## src/rtl/modn_div_ctrl.sv

```systemverilog
// Sequencer for a 4-bit loadable counter stage: divide-by-(N+1) tick generator with burst/continuous
// modes, terminal-count detection and a sticky flag for a counter that wrapped instead of reloading.
module modn_div_ctrl #(
  parameter int BW = 8
) (
  input  logic          CP,
  input  logic          clr,
  input  logic          start,
  input  logic          stop,
  input  logic [3:0]    N,
  input  logic [BW-1:0] BURST,
  input  logic [3:0]    ctr_Q,
  input  logic          ctr_RCO,
  output logic          ctr_n_clr,
  output logic          ctr_n_load,
  output logic          ctr_ENP,
  output logic          ctr_ENT,
  output logic [3:0]    ctr_D,
  output logic          tick,
  output logic          busy,
  output logic          done,
  output logic          err
);

  localparam logic [1:0] S_IDLE    = 2'd0;
  localparam logic [1:0] S_PRELOAD = 2'd1;
  localparam logic [1:0] S_RUN     = 2'd2;
  localparam logic [1:0] S_DONE    = 2'd3;

  logic [1:0]    state_q, state_d;
  logic [3:0]    n_lat_q, n_lat_d;
  logic [BW-1:0] burst_lat_q, burst_lat_d;
  logic [BW-1:0] remaining_q, remaining_d;
  logic          tick_q, tick_d;
  logic          busy_q, busy_d;
  logic          done_q, done_d;
  logic          err_q, err_d;

  always_comb begin
    state_d     = state_q;
    n_lat_d     = n_lat_q;
    burst_lat_d = burst_lat_q;
    remaining_d = remaining_q;
    tick_d      = 1'b0;
    done_d      = 1'b0;
    case (state_q)
      S_IDLE: begin
        if (start) begin
          state_d     = S_PRELOAD;
          n_lat_d     = N;
          burst_lat_d = BURST;
          remaining_d = BURST;
        end
      end
      S_PRELOAD: state_d = S_RUN;
      S_RUN: begin
        if (stop) begin
          state_d = S_IDLE;
        end else if (ctr_Q == 4'hF) begin
          tick_d = 1'b1;
          if (burst_lat_q != '0) begin
            remaining_d = remaining_q - BW'(1);
            if (remaining_q == BW'(1)) begin
              done_d  = 1'b1;
              state_d = S_DONE;
            end
          end
        end
      end
      default: state_d = S_IDLE;
    endcase
    busy_d = (state_d != S_IDLE);
    err_d  = err_q | ((state_q == S_RUN) & ctr_RCO);
  end

  always_ff @(posedge CP) begin
    if (clr) begin
      state_q     <= S_IDLE;
      n_lat_q     <= '0;
      burst_lat_q <= '0;
      remaining_q <= '0;
      tick_q      <= 1'b0;
      busy_q      <= 1'b0;
      done_q      <= 1'b0;
      err_q       <= 1'b0;
    end else begin
      state_q     <= state_d;
      n_lat_q     <= n_lat_d;
      burst_lat_q <= burst_lat_d;
      remaining_q <= remaining_d;
      tick_q      <= tick_d;
      busy_q      <= busy_d;
      done_q      <= done_d;
      err_q       <= err_d;
    end
  end

  // A stop in RUN also drops the enables/load so the counter freezes where it is.
  always_comb begin
    ctr_n_load = 1'b1;
    ctr_ENP    = 1'b0;
    case (state_q)
      S_PRELOAD: ctr_n_load = 1'b0;
      S_RUN: begin
        if (!stop) begin
          ctr_ENP    = 1'b1;
          ctr_n_load = (ctr_Q != 4'hF);
        end
      end
      default: ;
    endcase
  end

  assign ctr_ENT   = ctr_ENP;
  assign ctr_n_clr = ~clr;
  assign ctr_D     = ~n_lat_q;
  assign tick      = tick_q;
  assign busy      = busy_q;
  assign done      = done_q;
  assign err       = err_q;

endmodule

```

## config.mk

```make
export PLATFORM = sky130hd
export DESIGN_NAME = modn_div_ctrl
export DESIGN_NICKNAME = d
export VERILOG_FILES = /design/src/rtl/modn_div_ctrl.sv
export SDC_FILE = /design/constraint.sdc
export NUM_CORES = 1
export LEC_CHECK = 0
export CAP_MARGIN = 20
export CORE_MARGIN = 4
export CORE_UTILIZATION = 50
export DETAILED_ROUTE_END_ITERATION = 7
export PLACE_DENSITY_LB_ADDON = 0.1
export SKIP_CTS_REPAIR_TIMING = 1
export SYNTH_ARGS = -nofsm -noshare
export SYNTH_HDL_FRONTEND = slang
export SYNTH_SLANG_ARGS = --single-unit
```

## constraint.sdc

```tcl
create_clock -name CP -period 5.1 [get_ports CP]
set_input_delay 1.53 -clock CP [delete_from_list [all_inputs] [get_ports CP]]
set_output_delay 1.53 -clock CP [all_outputs]
set_load 0.02 [all_outputs]
```

# Word-level counts from Yosys, hierarchy flattened
# Index checks and enable logic that the tools add are counted.
# W data, S select, Z words.
[op_classes]
n_addsub = 1
n_eq_ne = 9
muxes = 17
bitwise = 7
n_reduce_logical = 8
[op_table]
columns = ["operator", "count"]
rows = [
  ["$mux W8", 4],
  ["$pmux W8 S2", 1],
  ["$mux W2", 5],
  ["$eq A8 B1 Y1 const B", 1],
  ["$ne A2 B2 Y1 const B", 4],
  ["$reduce_bool A8 Y1", 1],
  ["$sub A8 B1 Y8 const B", 1],
  ["$pmux W2 S3", 1],
  ["$mux W1", 5],
  ["$reduce_and A5 Y1", 1],
  ["$reduce_or A5 Y1", 1],
  ["$eq A4 B4 Y1 const B", 1],
  ["$ne A4 B4 Y1 const B", 1],
  ["$not A1 Y1", 4],
  ["$not A4 Y4", 1],
  ["$reduce_bool A2 Y1", 2],
  ["$reduce_or A3 Y1", 1],
  ["$eq A2 B1 Y1 const B", 1],
  ["$eq A2 B2 Y1 const B", 1],
  ["$logic_not A2 Y1", 1],
  ["$pmux W1 S2", 1],
  ["$reduce_and A2 Y1", 1],
  ["$and A1 B1 Y1", 1],
  ["$or A1 B1 Y1", 1],
]
[totals]
register_bits = 26
input_bits = 21
out_inout_bits = 12
word_cells = 50

# Longest topological paths before layout
[depth]
word_depth = 7
ltp_mapped = 5
depth_no_buf = 5

# Least setup slack after synthesis
# OpenSTA, ideal clock, no wires.
[synth_timing]
path_kind = "input port to output port"
start = "input port stop"
end = "output port ctr_ENT"
arrival_ns = 2.352
required_time_ns = 3.570
setup_slack_ns = 1.218
stages = 4
path_buffers = 2
path_cell_list = "or3b_1 -> buf_6 -> inv_1 -> buf_4"
[synth_between]
elab_chain_len = 2
[synth_lines]
columns = ["element", "line", "text"]
rows = [
  ["start: declaration", "9", "input logic stop,"],
  ["$mux W1", "105", "if (!stop) begin"],
  ["$mux W1", "102", "case (state_q)"],
  ["end: declaration", "17", "output logic ctr_ENT,"],
]
# No other way between the ends.

# Worst setup path after layout
[layout_timing]
start = "input port stop"
end = "output port ctr_n_load"
[layout_between]
elab_chain_len = 2
[layout_lines]
columns = ["element", "line", "text"]
rows = [
  ["$mux W1", "105", ""],
  ["$pmux W1 S2", "102", ""],
  ["end: declaration", "15", "output logic ctr_n_load,"],
]
# No other way between the ends.

==> impl_metrics.tcl <==
set metrics [dict create \
    synth_top_flop_cell "dfxtp_1" \
    yosysWarnings 0 \
    grt_usage_pct 17.9 \
    wl_um 2830 \
    slew_violations 0 \
    wl_per_cell_um 13.3 \
    final_core_util_pct 68.9 \
    finalNetCount 210 \
    numCtsBuffers 3 \
    yosysTopAreaCellShare_pct 42.5 \
    worst_slew_pin_slew_ns 0.640 \
    finalCritPeriodShare_pct 93.6 \
    finalSetupTns_ns 0 \
    rr_startpoint "state_q[0]" \
    cts-root-buf "clkbuf_4" \
    final.fill_count 185 \
    synth_area_leader_cell "dfxtp_1" \
    cap_viol_max_count 0 \
    synth_edf_count 0 \
    fp.dieW_um 57.5 \
    slowest_delay_ns 0.54 \
    start_kind "input pin" \
    numPortBuffers 32 \
    synth_area_per_cell_um2 7.75 \
    clk_pin_slew_ns 0.12 \
    hold_depth 2 \
    end_kind "output pin" \
    synthArstFlopShare_pct 0 \
    cts_tree "built" \
    first_pass_iters 4 \
    antenna_found_initial 0 \
    grt_pass1_vias 1112 \
    finalHoldViolCount 0 \
    slew_headroom_pct 57.0 \
    synthesis.nets 181 \
    syn_area_um2 1220 \
    crit_fanout 7 \
    cp.arrival_ns 3.24 \
    synthTopCellsByCount "33 x nand2_1, 26 x dfxtp_1, 23 x a21oi_1" \
    drive_gt1_share_pct 4.86 \
    vias 1209 \
    diodes 0 \
    grt_max_degree 27 \
    dieArea_um2 3310 \
    clock.fmax_mhz 209 \
    core-area_um2 2280 \
    via_per_inst 5.68 \
    r2r_slack_ns 3.37 \
    route.detailed.drc 0 \
    power.density_nw_per_um2 258 \
    worstHoldEndpoint "burst_lat_q[7]" \
    critPathRequiredTime_ns 3.57 \
    setup_viol 0 \
    crit_path_cell_trace "clkdlybuf4s50_1 > or3b_1 > nor2_1 > a21oi_1 > clkdlybuf4s50_1" \
    ctsLongestPathBuffers 2 \
    finalCriticalPeriod_ns 4.77 \
    num_io_pins 33 \
    ys_ff_latch 26 \
    synthCells 158 \
    initial_core_util_pct 53.8 \
    yosysMostFrequentCell "nand2_1" \
    hold_path_class "reg2reg" \
    crit_type "in2out" \
    critPathSlowestCell "clkdlybuf4s50_1" \
    clock_tree.htree_level_count 1 \
    grt_pass1_wl_um 4820 \
    ys_top_cells_by_area "dfxtp_1 42%, nand2_1 10%, a21oi_1 9.4%" \
    cts.sinks 26 \
    dp_hpwl_um 2080 \
    fin_worst_skew_ns 0.00750 \
    grt_overflow 0 \
    min_from "burst_lat_q[7]" \
    ir_drop_mv 0.188 \
    clk_latency_ns 0.31 \
    std_cell_rows 17 \
    place.gp.congestion 0.806 \
    ant_nets 0 \
    r2r_cells 4 \
    synth_cell_types 33 \
    drt_iter0_drc 31 \
    area_growth_pct 28.0 \
    status "complete, no violations" \
    dieHeight_um 57.5 \
    p_leak_nw 0.571 \
    yosysSeqAreaShare_pct 42.5 \
    rsz0062_at_grt "no" \
    cp_common_cell "clkdlybuf4s50_1" \
    rr_endpoint "remaining_q[3]" \
]
-- power by group --
group	internal (mW)	switching (mW)	leakage, nW
clock network	0.0276	0.0555	0.0138
registers	0.216	0.00911	0.213
logic	0.0443	0.0512	0.344
total	0.288	0.116	0.571
-- area by class of cell --
type	count	area, µm²	share of cell area (%)
clock buffer	3	22.5	1.44
multi-input combinational	112	617	39.3
sequential	26	520	33.2
timing repair buffer	34	335	21.4
tap	28	35.0	2.23
inverter	10	37.5	2.39
-- metrics by stage --
step | area [µm²] | setup WS, ns | total power, mW | hold slack [ns] | cells
3_3_place_gp | 1550 | 0.360 | 0.322 | 0.442 | 210
5_1_grt | 1570 | 0.242 | 0.428 | 0.485 | 213
6_report | 1570 | 0.325 | 0.404 | 0.466 | 213
2_1_floorplan | 1220 | 1.22 | 0.287 | 0.435 | 158
3_5_place_dp | 1550 | 0.341 | 0.325 | 0.450 | 210
4_1_cts | 1570 | 0.330 | 0.408 | 0.469 | 213
-- worst max-delay path, delay by kind of cell --
family          cells  cell delay [ns]
compound gates      1             0.06
simple gates        2             0.71
buf+inv             2             0.94
-- state kept, by name, summed over array words and instances (netlist names) --
| register | count |
|---|---|
| burst_lat_q | 8 |
| remaining_q | 8 |
| n_lat_q | 4 |
| busy | 1 |
| done | 1 |
| state_q | 2 |
| tick | 1 |
| err | 1 |
-- worst max path at each step --
stage               slack (ns)  start          to  depth (start not counted)
floorplan                 1.22   stop     ctr_ENT                          4
global placement          0.36   stop  ctr_n_load                          5
detailed placement        0.34   stop  ctr_n_load                          5
CTS                       0.33   stop  ctr_n_load                          5
global route              0.24   stop  ctr_n_load                          5
finish                    0.33   stop  ctr_n_load                          5
-- cells in the final DEF, fill, tap and decap left out, types with 3 or more instances in the layout --
cell,instances
nand2_1,33
clkdlybuf4s50_1,32
dfxtp_1,26
a21oi_1,23
inv_1,10
nor2_1,9
nor3_1,7
a31oi_1,4
o32ai_1,4
nand4_1,3
nand3_1,3
o21ai_0,3
clkbuf_4,3
-- cell families after synthesis --
group / synth area share [%]
AO/OA/AOI/OAI: 22.8
adder cells (fa/ha/maj): 2.04
buffers and inverters: 7.15
flip-flops: 42.5
AND/OR/NAND/NOR: 25.5
-- metal layers --
metal | GRT usage [%] | wire length [µm] | up-vias | part of all wire (%)
met5 | 0 | 0 | - | 0
met4 | 4.30 | 43 | 0 | 1.5
met3 | 5.66 | 273 | 4 | 9.7
met2 | 29.8 | 1300 | 57 | 46
met1 | 22.4 | 1210 | 545 | 43
li1 | - | - | 603 | -
Power figures use the tool's default switching activity.
